[config.mk]
export PLATFORM = sky130hd
export DESIGN_NAME = zx_keymatrix_sync
export DESIGN_NICKNAME = d
export VERILOG_FILES = /design/src/rtl/zx_keymatrix_sync.sv
export SDC_FILE = /design/constraint.sdc
export NUM_CORES = 1
export LEC_CHECK = 0
export BUFFER_PORTS_ARGS = -buffer_cell sky130_fd_sc_hd__buf_2
export CAP_MARGIN = 20
export CORE_AREA = 2 2 121 123
export DETAILED_ROUTE_END_ITERATION = 7
export DIE_AREA = 0 0 123 125
export SYNTH_ARGS = -nofsm -noshare
export SYNTH_HDL_FRONTEND = slang
export SYNTH_SLANG_ARGS = --single-unit
[constraint.sdc]
create_clock -name clk -period 2.1 [get_ports clk]
set_input_delay 0.42 -clock clk [delete_from_list [all_inputs] [get_ports clk]]
set_output_delay 0.42 -clock clk [all_outputs]
set_load 0.02 [all_outputs]
[src/rtl/zx_keymatrix_sync.sv]
// ZX Spectrum keyboard matrix loaded serially by an MCU (CH446Q-style DAT/SK/STB),
// serving port #FE reads, with input synchronisers and an MCU-silence watchdog.
module zx_keymatrix_sync #(
    parameter int          NROW     = 8,
    parameter int          NCOL     = 5,
    parameter int          SPEC_AX  = 8,
    parameter int          SPEC_AY0 = 5,
    parameter int          NSPEC    = 3,
    parameter logic [23:0] TIMEOUT  = 24'd3_500_000
) (
    input  logic             clk,
    input  logic             rst_in,
    input  logic             DAT,
    input  logic             SK,
    input  logic             STB,
    input  logic [15:0]      A,
    input  logic             M1,
    input  logic             RD,
    input  logic             IORQ,
    output logic [NCOL-1:0]  D,
    output logic             IORQGE,
    output logic             enable,
    output logic [NSPEC-1:0] SPECIAL,
    output logic             wd_fired
);

    localparam logic [3:0] NROW_L     = 4'(NROW);
    localparam logic [3:0] NCOL_L     = 4'(NCOL);
    localparam logic [3:0] SPEC_AX_L  = 4'(SPEC_AX);
    localparam logic [3:0] SPEC_LO_L  = 4'(SPEC_AY0);
    localparam logic [3:0] SPEC_HI_L  = 4'(SPEC_AY0 + NSPEC);

    logic [1:0]             dat_sync_q, dat_sync_d;
    logic [2:0]             sk_sync_q, sk_sync_d;
    logic [2:0]             stb_sync_q, stb_sync_d;
    logic [6:0]             sr_q, sr_d;
    logic [NROW*NCOL-1:0]   keys_q, keys_d;
    logic [NSPEC-1:0]       special_q, special_d;
    logic [23:0]            cnt_q, cnt_d;
    logic                   wd_fired_q, wd_fired_d;

    logic                   dat_s;
    logic                   sk_rise_s;
    logic                   stb_rise_s;
    logic                   wd_fire_s;
    logic [3:0]             ax_s;
    logic [2:0]             ay_s;
    logic                   key_hit_s;
    logic                   spec_hit_s;
    logic [NCOL-1:0]        d_s;
    logic                   iorqge_s;
    logic                   unused_s;

    assign dat_s      = dat_sync_q[1];
    assign sk_rise_s  = sk_sync_q[1] & ~sk_sync_q[2];
    assign stb_rise_s = stb_sync_q[1] & ~stb_sync_q[2];
    assign ax_s       = sr_q[3:0];
    assign ay_s       = sr_q[6:4];
    assign key_hit_s  = (ax_s < NROW_L) && ({1'b0, ay_s} < NCOL_L);
    assign spec_hit_s = (ax_s == SPEC_AX_L) && ({1'b0, ay_s} >= SPEC_LO_L)
                        && ({1'b0, ay_s} < SPEC_HI_L);
    // Only bits 0 and 8+r of the address take part in decoding.
    assign unused_s   = ^A;

    // Synchroniser chains, shift register, matrix and watchdog next-state.
    always_comb begin
        dat_sync_d = {dat_sync_q[0], DAT};
        sk_sync_d  = {sk_sync_q[1:0], SK};
        stb_sync_d = {stb_sync_q[1:0], STB};
        sr_d       = sr_q;
        keys_d     = keys_q;
        special_d  = special_q;
        cnt_d      = cnt_q;
        wd_fire_s  = 1'b0;
        wd_fired_d = 1'b0;

        if (sk_rise_s) begin
            sr_d = {sr_q[5:0], dat_s};
        end else begin
            sr_d = sr_q;
        end

        // Commit decodes the address held before any same-cycle shift.
        if (stb_rise_s) begin
            for (int r = 0; r < NROW; r++) begin
                for (int c = 0; c < NCOL; c++) begin
                    if (key_hit_s && (ax_s == 4'(r)) && (ay_s == 3'(c))) begin
                        keys_d[r*NCOL+c] = ~dat_s;
                    end else begin
                        keys_d[r*NCOL+c] = keys_q[r*NCOL+c];
                    end
                end
            end
            for (int s = 0; s < NSPEC; s++) begin
                if (spec_hit_s && ({1'b0, ay_s} == 4'(SPEC_AY0 + s))) begin
                    special_d[s] = dat_s;
                end else begin
                    special_d[s] = special_q[s];
                end
            end
            cnt_d = 24'd0;
        end else if (TIMEOUT == 24'd0) begin
            cnt_d = 24'd0;
        end else if (cnt_q != TIMEOUT) begin
            cnt_d     = cnt_q + 24'd1;
            wd_fire_s = (cnt_q == (TIMEOUT - 24'd1));
        end else begin
            cnt_d = cnt_q;
        end

        if (wd_fire_s) begin
            keys_d     = '1;
            special_d  = '0;
            wd_fired_d = 1'b1;
        end else begin
            wd_fired_d = 1'b0;
        end
    end

    // State registers.
    always_ff @(posedge clk or negedge rst_in) begin
        if (!rst_in) begin
            dat_sync_q <= 2'b00;
            sk_sync_q  <= 3'b000;
            stb_sync_q <= 3'b000;
            sr_q       <= 7'd0;
            keys_q     <= '1;
            special_q  <= '0;
            cnt_q      <= 24'd0;
            wd_fired_q <= 1'b0;
        end else begin
            dat_sync_q <= dat_sync_d;
            sk_sync_q  <= sk_sync_d;
            stb_sync_q <= stb_sync_d;
            sr_q       <= sr_d;
            keys_q     <= keys_d;
            special_q  <= special_d;
            cnt_q      <= cnt_d;
            wd_fired_q <= wd_fired_d;
        end
    end

    // Half-row read: a row contributes only while its address line is low.
    always_comb begin
        d_s = '1;
        for (int r = 0; r < NROW; r++) begin
            d_s = d_s & (keys_q[r*NCOL +: NCOL] | {NCOL{A[8+r]}});
        end
    end

    assign iorqge_s = A[0] | RD | ~M1;
    assign D        = d_s;
    assign IORQGE   = iorqge_s;
    assign enable   = ~(iorqge_s | IORQ);
    assign SPECIAL  = special_q;
    assign wd_fired = wd_fired_q;

endmodule
# == Word level (Yosys, flattened, before mapping) ==
# Cells that the tools add are included.
# totals
output_inout_bits,11
register_bits,83
inputBits,24
word_cells,290
# op_classes
n_bitwise,25
n_lt_le_gt_ge,3
n_mux,52
add_sub_neg,1
reduce_logical,143
n_eq_ne,17
# ops
cell,n
nonzero test 2 bit,45
AND reduction 2 bit,43
two-way mux 40 bit,2
logical AND 1 bit,53
two-way mux 24 bit,2
two-way mux 1 bit,46
bitwise OR 5 bit,8
bitwise AND 5 bit,7
adder 24 x 1 -> 24 bit (second input constant),1
== test 24 x 22 -> 1 bit (second input constant),1
!= test 24 x 22 -> 1 bit (second input constant),1
== test 4 x 3 -> 1 bit (second input constant),4
== test 3 bit (second input constant),4
== test 4 x 2 -> 1 bit (second input constant),2
== test 3 x 2 -> 1 bit (second input constant),2
two-way mux 3 bit,2
NOT 1 bit,5
== test 4 x 1 -> 1 bit (second input constant),1
== test 4 bit (second input constant),1
zero test 4 bit,1
< comparator 4 bit (second input constant),1
== test 3 x 1 -> 1 bit (second input constant),1
>= comparator 3 bit (second input constant),1
zero test 3 bit,1
other kinds (3),6

# == Longest topological paths before layout ==
# Gate-level depths: netlist of the first run.
# depth
depth_word,8
ltp_mapped,7
mapped_depth_nobuf,6

# == Worst setup path before layout of the first run ==
# Ideal clock, no wire load.
# synth_timing
path_kind,register -> register
start,register cnt_q[11]
end,register special_q[0] (netlist: SPECIAL[0])
period_less_slack_ns,1.855
setup_slack_ns,0.245
required_ns,1.982
n_path_buf,2
arrival_ns,1.737
path_stages_with_launch,7
path_cell_list,dfrtp_1 -> or4_1 -> nor4_2 -> and3_1 -> buf_4 -> buf_6 -> nor2_1
# synth_between
elab_chain_len,5
word_cells_on_any_way,8
cone_classes,eq/ne (2); mux (3); reduce/logical (3)
# synth_rtl
element,line,rtl
"start, declared",39,"logic [23:0] cnt_q, cnt_d;"
"start signal, assigned",138,cnt_q <= cnt_d;
== test 24 x 22 -> 1 bit / != test 24 x 22 -> 1 bit (equally long branches),"106, 104",
two-way mux 1 bit *,104,end else if (cnt_q != TIMEOUT) begin
two-way mux 1 bit *,84,if (stb_rise_s) begin
named net wd_fire_s,45,logic wd_fire_s;
nonzero test 2 bit (no source line),n/a,
AND reduction 2 bit (no source line),n/a,
"end signal, assigned",137,special_q <= special_d;
"end, declared",38,"logic [NSPEC-1:0] special_q, special_d;"
# The timed path passes the listed nets; every way through them passes the cells marked *.
# A chain may end at the register's enable or synchronous reset.

# == Worst setup path after layout of the first run ==
# layout_timing
start,register keys_q[29]
end,output port D[4]
# layout_between
elab_chain_len,4
# layout_rtl
element,line,rtl
"start, declared",37,"logic [NROW*NCOL-1:0] keys_q, keys_d;"
"start signal, assigned",136,keys_q <= keys_d;
bitwise OR 5 bit,147,d_s = d_s & (keys_q[r*NCOL +: NCOL] | {NCOL{A[8+r]}});
bitwise AND 5 bit (3 in a row),147,
"end, declared",20,"output logic [NCOL-1:0] D,"
# Every way passes these cells.

==> metrics.md, run 1 <==
| Metric | Value |
|---|---|
| VDD IR max | 0.438 mV |
| PD cells | 1020 mW/mm^2 |
| Die ar. | 0.0154 sq mm |
| Worst skew pair latency | roughly 0.34 ns |
| Maximum clock path buffer count | 2 |
| Status | finished clean |
| Initial core utilization | between 20% and 30% |
| Slowest stage delay, CP | around 0.53 ns |
| CTS HTree Levels | 3 |
| Reg2reg start | cnt_q[8]$_DFFE_PN0P_ |
| Top cells by area, synth | dfrtp_1 (26%), dfstp_2 (25%), a211o_1 (8.5%) |
| Largest net degree at the start of global routing | between 40 and 50 |
| Area growth syn-to-layout | 18.6% |
| Sw power | about 0.0014 W |
| Top_reg_cell synth | dfrtp_1 |
| Syn Std Cell Area | 0.00413 sq mm |
| Total Wirelength | between 9000 and 10000 um |
| Synthesized Nets | around 430 |
| Count of final setup violators | 0 |
| CTS tree | built |
| Drt first pass iters | 4 |
| Vias | ~3.3k |
| Root buf cell | clkbuf_16 |
| TritonCTS Buffers | 9 |
| Vias in the first global route | approximately 3.3k |
| Fillers | ~1.4k |
| Die Span Y | 125 um |
| RSZ-0062 raised after global routing | true |
| Fraction of registers with async set/reset | 100% |
| Least-Margin Pin Slew | between 0.7 and 0.8 ns |
| Power Total | around 0.0050 W |
| Core area | 0.0142 sq mm |
| Crit Path Max Fanout | 2 |
| Synth warn | 0 |
| Fmax | slightly above 500 MHz |
| Worst Reg-to-Reg Cells | 4 |
| Io pins | 35 |
| Final worst-path cycle share | between 90 and 100% |
| Slew Limit Fails | 0 |
| Gr usage total | 13.5% |
| Design Area, Final | around 0.005 sq mm |
| # rows | 44 |
| Post-synth top area share | between 20% and 30% |
| First-pass GRT wire length | 16400 um |
| Sinks on Clock Net | 83 |
| Worst setup SP type | flop |
| Crit. End Element | output pin |
| Fraction of layout cells with a size suffix above 1 | 26.1% |
| Clock share of power | approximately 36% |
| GPL Wtd Cong | 0.790 |
| P_leak | 2.26 nW |
| Final hold viol count | 0 |
| Int Pwr | about 0.0036 W |
| Routed vias/inst | 5.27 |
| FF+latch count, synth | between 80 and 90 |
| DRT iter0 DRCs | about 210 |
| DIE WIDTH | 123 um |
| Switching share of total power | roughly 27% |
| Worst Path Class, Setup | flop to output pin |
| Yosys cell types | a little over 40 |
| Overflow left after global routing | 0 |
| Max Cap Viol | 0 |
| Combinational Power Share | between 10% and 20% |
| Detailed Place HPWL | ~6700 um |
| Worst Path Required | about 1.7 ns |
| WL per Instance | ~16 um |
| Gate Count Post-Synth | 408 |
| Max Clock Skew | 0.00537 ns |
| Synth Area per Inst | 10.1 sq um |
| Slew headroom | ~51% |
| Worst r2r dst | cnt_q[19]$_DFFE_PN0P_ |
| Post-route ant nets | 0 |
| R2r setup slk | between 0.1 and 0.15 ns |
| CP Cell Sequence | o22ai_1 > nor4_1 > buf_2 |
| PortBufs | 27 |
| Crit-path slowest cell | dfstp_2 |
| DRC | 0 |
| Post-synth EDFFs | 0 |
| Sequential share of power | between 40% and 50% |
| Inserted Diodes | 0 |
| Minimum clock period | roughly 2 ns |
| Yosys top cell by area | dfrtp_1 |
| # Post-CTS Setup Buffers | 0 |
| CTS Hold Bufs | 0 |
| Initial antenna violation count | 0 |
| Instance area at placement | 0.00454 sq mm |
| Final nets | between 400 and 500 |
| Sequential share of the synthesized area | 51.5% |
| Worst-path clk slew | 0.06 ns |
| Worst min path class | primary input to asynchronous set/reset pin |
| Arrival time at the worst endpoint | between 1.5 and 2 ns |
## kinds of logic (layout without fill, tap and decap cells)
family / count (synthesis) / count (layout) / share of synthesized area (%)
multiplexers: 10 / 10 / 2.64
AO/OA/AOI/OAI: 80 / 80 / 14.9
flip-flops: 83 / 83 / 51.5
XOR/XNOR: 12 / 12 / 2.55
buffers and inverters: 33 / 69 / 3.85
AND/OR/NAND/NOR: 188 / 188 / 24.0
adder cells (fa/ha/maj): 2 / 2 / 0.606
## state kept, by name (all words and copies together) (netlist names)
name        count
wd_fired        1
keys_q         40
sr_q            7
SPECIAL         3
sk_sync_q       3
dat_sync_q      2
stb_sync_q      3
cnt_q          24
## placed cells by master (no fill, tap or decap), drive strengths merged, types with 5 or more instances in the layout
cell type and n:
o22ai 20, nor2 62, or4 9, xnor2 5, buf 47, inv 6
dfrtp 43, a211o 40, nand2 17, and4 5, nand4 18, nor4 12
a21oi 7, xor2 7, nand3 41, clkbuf 12, mux2 7, dfstp 40
## worst max-delay path, delay by kind of cell, from the launching register on
kind                   cells  cell delay, ns
AOI/OAI and AO/OA          1            0.08
DFF                        1            0.53
and+or+nand+nor            1            0.37
buffers and inverters      1            0.24
## repair_timing
action	in CTS	in global routing
setup endpoints to repair	0	38
gates resized for setup	0	2
hold endpoints to repair	0	0
## metrics by stage
step	util (%)	setup WS [ns]	cells	setup TNS [ns]	hold slack (ns)
3_3_place_gp	32.0	0.209	612	0	0.334
4_1_cts	34.4	0.0513	628	0	0.0818
2_1_floorplan	-	0.245	408	0	0.124
3_5_place_dp	32.0	0.130	612	0	0.335
6_report	34.5	0.116	628	0	0.0670
5_1_grt	34.5	-0.0197	628	-0.286	0.0963
## final cells by class
type / instances / area (sq um) / share of cell area (%)
Clock inverter: 4 / 97.6 / 1.99
Multi-Input combinational cell: 292 / 1860 / 38.0
Clock buffer: 12 / 246 / 5.04
Tap cell: 184 / 230 / 4.70
Sequential cell: 83 / 2130 / 43.5
Inverter: 6 / 22.5 / 0.460
Timing Repair Buffer: 47 / 313 / 6.39
## metal layers
metal | vias to the layer above | GRT usage (%) | wire, um
met5 | - | 0 | 0
met4 | 0 | 3.81 | 112
met3 | 10 | 3.97 | 540
met2 | 78 | 22.0 | 4860
met1 | 1632 | 17.3 | 4240
li1 | 1592 | - | -
## worst max path at each step
stage | end | depth (start not counted) | from | slack (ns)
after global routing | cnt_q[23]$_DFFE_PN0P_ | 4 | cnt_q[8]$_DFFE_PN0P_ | -0.02
after global placement | cnt_q[17]$_DFFE_PN0P_ | 4 | cnt_q[8]$_DFFE_PN0P_ | 0.21
final | D[4] | 3 | keys_q[29]$_DFFE_PN1P_ | 0.12
after floorplan | SPECIAL[0]$_DFFE_PN0P_ | 6 | cnt_q[11]$_DFFE_PN0P_ | 0.25
after CTS | D[3] | 3 | keys_q[3]$_DFFE_PN1P_ | 0.05
after detailed placement | cnt_q[19]$_DFFE_PN0P_ | 4 | cnt_q[8]$_DFFE_PN0P_ | 0.13
## synth_stat cells, types with 3 or more instances
cell / number
buf_6: 4
inv_1: 6
dfstp_2: 40
o211ai_1: 3
nand2_1: 17
nor4_1: 11
a211o_1: 40
a21oi_1: 7
nand4_1: 18
and4_1: 4
o22ai_1: 20
nor3_1: 3
mux2_2: 7
nor2b_1: 4
dfrtp_1: 43
nand3_1: 40
clkbuf_1: 21
nor4b_1: 4
nor4bb_1: 3
or4_1: 9
mux2i_1: 3
nor2_1: 62
o31ai_1: 4
xor2_1: 7
and3_1: 3
xnor2_1: 5
## power groups by stage
stage / Sequential, W / Clock [W] / Combinational (W)
6_report: 0.00231 / 0.00181 / 0.000863
4_1_cts: 0.00231 / 0.00186 / 0.000864
3_5_place_dp: 0.00233 / 0 / 0.000861
3_3_place_gp: 0.00232 / 0 / 0.000828
2_1_floorplan: 0.00218 / 0 / 0.000657
5_1_grt: 0.00237 / 0.00193 / 0.000948
No activity file was read; power rests on OpenSTA's default activity.
==> inputs of run 2 (changes only) <==
Clock period 2.1 ns to 2.5 ns, I/O delays scaled along.
==> run 2 against run 1 <==
Via count increased by 2.1%. Flip-flop and latch count unchanged. Clock skew about the same. Register-to-register slack improved by 0.36 ns. Non-clock buffer count decreased by 4. Critical endpoint unchanged.
==> metrics.md, run 2 (synthesized netlist as in run 1, its figures left out) <==
| Metric | Value |
|---|---|
| GPL Wtd Cong | 0.795 (+0.58%) |
| Vias in the first global route | 3418 (+4.4%) |
| # Post-CTS Setup Buffers | 0 (unchanged) |
| Highest routed layer | met4 |
| Initial core utilization | 29.1% (unchanged) |
| Reg2reg start | cnt_q[8]$_DFFE_PN0P_ |
| Initial antenna violation count | 0 (unchanged) |
| PD cells | 824 mW/mm^2 (-19%) |
| Status | finished clean |
| Drt first pass iters | 6 (+2) |
| Gr usage total | 13.7% (+0.23 points) |
| P_leak | 2.22 nW (-1.9%) |
| Worst skew pair latency | 0.34 ns (about the same) |
| Largest regs | keys_q: 40 flops, cnt_q: 24 flops, sr_q: 7 flops |
| Slew Limit Fails | 0 (unchanged) |
| Vias | 3382 (+2.1%) |
| Worst Reg-to-Reg Cells | 4 (unchanged) |
| Met2 WL | 4930 um (+1.3%) |
| Maximum clock path buffer count | 2 (unchanged) |
| First-pass GRT wire length | 16800 um (+2.7%) |
| Io pins | 35 (unchanged) |
| Overflow left after global routing | 0 (unchanged) |
| WL per Instance | 15.9 um (+2.4%) |
| Most frequent cells in the layout | nor2_1 (62), dfrtp_1 (43), nand3_1 (40), a211o_1 (40), dfstp_2 (40) |
| Power Total | 0.00395 W (-21%) |
| Sinks on Clock Net | 83 (unchanged) |
| CTS HTree Levels | 3 (unchanged) |
| RSZ-0062 raised after global routing | false |
| Final worst-path cycle share | between 80 and 90% |
| DRC | 0 (unchanged) |
| Worst setup SP type | flop |
| Max Cap Viol | 0 (unchanged) |
| DIE WIDTH | 123 um (unchanged) |
| Dpl cells | 608 (-0.65%) |
| Worst Path Required | 2.00 ns (+0.32 ns) |
| Fillers | 1456 (+1.0%) |
| Most common cell after layout, fill and taps aside | nor2_1 |
| Post-route ant nets | 0 (unchanged) |
| Slowest stage delay, CP | 0.53 ns (about the same) |
| Root buf cell | clkbuf_16 |
| Worst min path class | primary input to asynchronous set/reset pin |
| Final nets | 461 (-0.86%) |
| DRT iter0 DRCs | 265 (+26%) |
| PortBufs | 27 (unchanged) |
| CTS Hold Bufs | 0 (unchanged) |
| Count of final setup violators | 0 (unchanged) |
| Routed vias/inst | 5.42 (+2.8%) |
| TNS Setup | 0 ns (unchanged) |
| Largest net degree at the start of global routing | 50 (+11%) |
| TritonCTS Buffers | 9 (unchanged) |
| Core area | 0.0142 sq mm (unchanged) |
| Wire length on met3 | 505 um (-6.5%) |
| Worst-path clk slew | 0.06 ns (about the same) |
| Slew headroom | 51.7% (+0.66 points) |
| CP Cell Sequence | o22ai_1 > nor4_1 > buf_2 |
| Area growth syn-to-layout | 16.3% |
| Fin util | 33.8% (-0.68 points) |
| Total Wirelength | 9930 um (+1.8%) |
| Detailed Place HPWL | 6560 um (-2.2%) |
| Crit. End Element | output pin |
| Area occupied by registers | 0.00213 sq mm (unchanged) |
| CTS tree | built |
| Worst setup margin | 0.366 ns (+0.250 ns) |
| Crit-path slowest cell | dfstp_2 |
| Top reg by flops | keys_q |
| Die Span Y | 125 um (unchanged) |
| Worst r2r dst | cnt_q[17]$_DFFE_PN0P_ |
| R2r setup slk | 0.48 ns (+0.36 ns) |
| Crit Path Max Fanout | 2 (unchanged) |
| Non-Filler Instances | 624 (-0.64%) |
| Least-Margin Pin Slew | 0.719 ns (-0.00980 ns) |
| Fmax | around 470 MHz |
| Multi-input gate area | 0.00185 sq mm (-0.67%) |
| Fraction of layout cells with a size suffix above 1 | 25.0% (-1.1 points) |
| Post-Place Worst Slack | 0.512 ns (+0.382 ns) |
| VDD IR max | 0.316 mV (-28%) |
| Final hold viol count | 0 (unchanged) |
| M1 WL | 4340 um (+2.2%) |
| Die ar. | 0.0154 sq mm (unchanged) |
| Number of flip-flops in the largest register | 40 (unchanged) |
| Minimum clock period | between 2 and 2.5 ns |
| CTS resizes | 0 (unchanged) |
| # rows | 44 (unchanged) |
| Arrival time at the worst endpoint | 1.63 ns (+0.07 ns) |
| Max Clock Skew | 0.00565 ns (+0.000285 ns) |
| Worst Path Class, Setup | flop to output pin |
| Inserted Diodes | 0 (unchanged) |
[run 2: routing by layer]
| metal | track usage (%) | vias to the layer above |
|---|---|---|
| met5 | 0 | - |
| met4 | 4.21 | 0 |
| met3 | 3.28 | 15 |
| met2 | 22.6 | 84 |
| met1 | 17.7 | 1699 |
| li1 | - | 1584 |
[run 2: how the worst max path moves through the flow]
stage	startpoint	to	slack, ns	depth (start not counted)
after CTS	keys_q[29]$_DFFE_PN1P_	D[4]	0.39	3
after floorplan	cnt_q[11]$_DFFE_PN0P_	SPECIAL[0]$_DFFE_PN0P_	0.65	6
after global routing	keys_q[3]$_DFFE_PN1P_	D[3]	0.26	3
after detailed placement	cnt_q[8]$_DFFE_PN0P_	cnt_q[21]$_DFFE_PN0P_	0.51	4
final	keys_q[29]$_DFFE_PN1P_	D[4]	0.37	3
after global placement	cnt_q[11]$_DFFE_PN0P_	SPECIAL[2]$_DFFE_PN0P_	0.56	6
[run 2: where the power goes]
| group | leakage, nW | total, W | switching [W] | internal (W) |
|---|---|---|---|---|
| clock network | 0.141 | 0.00128 | 0.000521 | 0.000760 |
| logic | 1.10 | 0.000719 | 0.000379 | 0.000340 |
| registers | 0.977 | 0.00195 | 0.000261 | 0.00169 |
[run 2: stage by stage]
step / area (sq um) / hold slack, ns
after floorplan: 4130 / 0.204
after global placement: 4510 / 0.334
after detailed placement: 4510 / 0.337
after CTS: 4800 / 0.207
after global routing: 4800 / 0.233
final: 4800 / 0.208
[run 2: cell type report]
cell class | instances | share of cell area, %
timing repair buffer | 43 | 5.89
multi-input combinational | 292 | 38.5
inverter | 6 | 0.469
clock buffer | 13 | 5.66
tap | 184 | 4.80
sequential | 83 | 44.3
clock inverter | 3 | 0.391
[run 2: critical path: cells and delay by family (launching register included)]
family / cells / cell delay, ns
AND/OR/NAND/NOR: 1 / 0.43
flip-flops: 1 / 0.53
buffers and inverters: 1 / 0.25
AO/OA/AOI/OAI: 1 / 0.09
==> inputs of run 3 (changes only) <==
Settings changed: PLACE_DENSITY_LB_ADDON from default to 0.3, SKIP_CTS_REPAIR_TIMING from default to 1.
==> run 3 against run 2 <==
Maximum frequency grew 4.3%. Cell area grew 0.39%. Critical path depth is the same. Critical path type unchanged. Global-route usage shrank 0.30 points. Sequential share of layout area shrank 0.17 points. Die area is the same. Non-clock buffer count grew 2. Clock power is essentially flat.
==> metrics.md, run 3 (synthesized netlist as in run 1, its figures left out) <==
| Metric | Value |
|---|---|
| Status | finished clean |
| Most common cell after layout, fill and taps aside | nor2_1 |
| Number of flip-flops in the largest register | 40 (unchanged) |
| Worst setup SP type | flop |
| Arrival time at the worst endpoint | 1.55 ns (-0.08 ns) |
| PortBufs | 27 (unchanged) |
| DIE WIDTH | 123 um (unchanged) |
| R2r setup slk | 0.52 ns (+0.04 ns) |
| Root buf cell | clkbuf_16 |
| Initial core utilization | 29.1% (unchanged) |
| # rows | 44 (unchanged) |
| Vias | 3358 (-0.71%) |
| Most frequent cells in the layout | nor2_1 (62), dfrtp_1 (43), nand3_1 (40), a211o_1 (40), dfstp_2 (40) |
| Post-route ant nets | 0 (unchanged) |
| Vias in the first global route | 3240 (-5.2%) |
| Top reg by flops | keys_q |
| GPL Wtd Cong | 0.816 (+2.7%) |
| DRC | 0 (unchanged) |
| Total Wirelength | 9680 um (-2.4%) |
| P_leak | 2.23 nW (+0.62%) |
| Instance area at placement | 0.00452 sq mm (+0.33%) |
| Inserted Diodes | 0 (unchanged) |
| Max Cap Viol | 0 (unchanged) |
| Dpl cells | 610 (+0.33%) |
| CTS HTree Levels | 3 (unchanged) |
| Crit. End Element | output pin |
| Drt first pass iters | 5 (-1) |
| Die ar. | 0.0154 sq mm (unchanged) |
| DRT iter0 DRCs | 170 (-36%) |
| Non-Filler Instances | 626 (+0.32%) |
| Worst Path Class, Setup | flop to output pin |
| Worst r2r dst | cnt_q[21]$_DFFE_PN0P_ |
| Fraction of layout cells with a size suffix above 1 | 25.1% (+0.11 points) |
| Worst Path Required | 2.00 ns (about the same) |
| Slew Limit Fails | 0 (unchanged) |
| Final nets | 463 (+0.43%) |
| Worst Reg-to-Reg Cells | 4 (unchanged) |
| Routed vias/inst | 5.36 (-1.0%) |
| Final hold viol count | 0 (unchanged) |
| Gr usage total | 13.4% (-0.30 points) |
| Count of final setup violators | 0 (unchanged) |
| Final worst-path cycle share | 81.8% (-3.5 points) |
| Overflow left after global routing | 0 (unchanged) |
| Detailed Place HPWL | 6630 um (+1.1%) |
| Worst skew pair latency | 0.34 ns (about the same) |
| First-pass GRT wire length | 16400 um (-2.3%) |
| Sinks on Clock Net | 83 (unchanged) |
| Max Clock Skew | 0.00414 ns (-0.00152 ns) |
| Fmax | 489 MHz (+4.3%) |
| RSZ-0062 raised after global routing | false |
| Die Span Y | 125 um (unchanged) |
| Largest net degree at the start of global routing | 46 (-8.0%) |
| TritonCTS Buffers | 9 (unchanged) |
| CTS tree | built |
| PD cells | 820 mW/mm^2 (-0.44%) |
| Initial antenna violation count | 0 (unchanged) |
| Worst setup margin | 0.454 ns (+0.0887 ns) |
| Worst min path class | primary input to asynchronous set/reset pin |
| Post-Place Worst Slack | 0.528 ns (+0.0165 ns) |
| Design Area, Final | 0.00482 sq mm (+0.39%) |
| Crit Path Max Fanout | 2 (unchanged) |
| TNS Setup | 0 ns (unchanged) |
| VDD IR max | 0.341 mV (+7.9%) |
| Least-Margin Pin Slew | 0.720 ns (+0.00102 ns) |
| Io pins | 35 (unchanged) |
| Largest regs | keys_q: 40 flops, cnt_q: 24 flops, sr_q: 7 flops |
| Core area | 0.0142 sq mm (unchanged) |
| Slew headroom | 51.6% (-0.069 points) |
| Minimum clock period | 2.05 ns (-0.0887 ns) |
| WL per Instance | 15.5 um (-2.8%) |
| Worst-path clk slew | 0.06 ns (about the same) |
| Maximum clock path buffer count | 2 (unchanged) |
| Reg2reg start | cnt_q[8]$_DFFE_PN0P_ |
| Area growth syn-to-layout | 16.7% |
## run 3: cell types whose count changed in the layout (fill, tap and decap cells not counted)
cell / change
clkbuf_8: +1
buf_4: +2
inv_4: -1
clkinvlp_4: -1
clkbuf_1: +1
## run 3: per-layer routing
layer | wire length [um] | part of all wire, % | GRT usage, %
met3 | 477 | 4.9 | 3.42
met5 | 0 | 0 | 0
met2 | 4550 | 47 | 20.9
met4 | 155 | 1.6 | 4.48
met1 | 4500 | 46 | 18.1
## run 3: metrics by stage
step | util [%] | power (W) | hold slack, ns
6_report | 33.9 | 0.00395 | 0.191
2_1_floorplan | - | 0.00239 | 0.204
3_5_place_dp | 31.8 | 0.00269 | 0.335
5_1_grt | 33.9 | 0.00417 | 0.201
4_1_cts | 33.9 | 0.00400 | 0.181
3_3_place_gp | 31.8 | 0.00266 | 0.333
## run 3: worst max path at each step
stage	startpoint	end	slack (ns)	cells after the start
floorplan	cnt_q[11]$_DFFE_PN0P_	SPECIAL[0]$_DFFE_PN0P_	0.65	6
global placement	cnt_q[11]$_DFFE_PN0P_	SPECIAL[2]$_DFFE_PN0P_	0.54	6
detailed placement	cnt_q[11]$_DFFE_PN0P_	keys_q[10]$_DFFE_PN1P_	0.53	6
CTS	keys_q[8]$_DFFE_PN1P_	D[3]	0.44	3
global route	keys_q[39]$_DFFE_PN1P_	D[4]	0.29	3
finish	keys_q[9]$_DFFE_PN1P_	D[4]	0.45	3
## run 3: cell type report
type / count / area (sq um)
clock inverter: 1 / 5.00
timing repair buffer: 45 / 298
multi-input combinational: 292 / 1850
fill: 1443 / 9390
inverter: 6 / 22.5
sequential: 83 / 2130
clock buffer: 15 / 289
tap: 184 / 230
## run 3: report_power, final
group	total, W	leakage, nW	internal [W]	switching (W)
Clock	0.00129	0.145	0.000787	0.000506
Sequential	0.00194	0.977	0.00169	0.000251
Combinational	0.000715	1.11	0.000343	0.000372
Total	0.00395	2.23	0.00282	0.00113
## run 3: critical path, stage by stage, from the launching register on
cell     delay, ns
dfstp_2       0.53
o22ai_1       0.08
nor4_1        0.35
buf_2         0.25
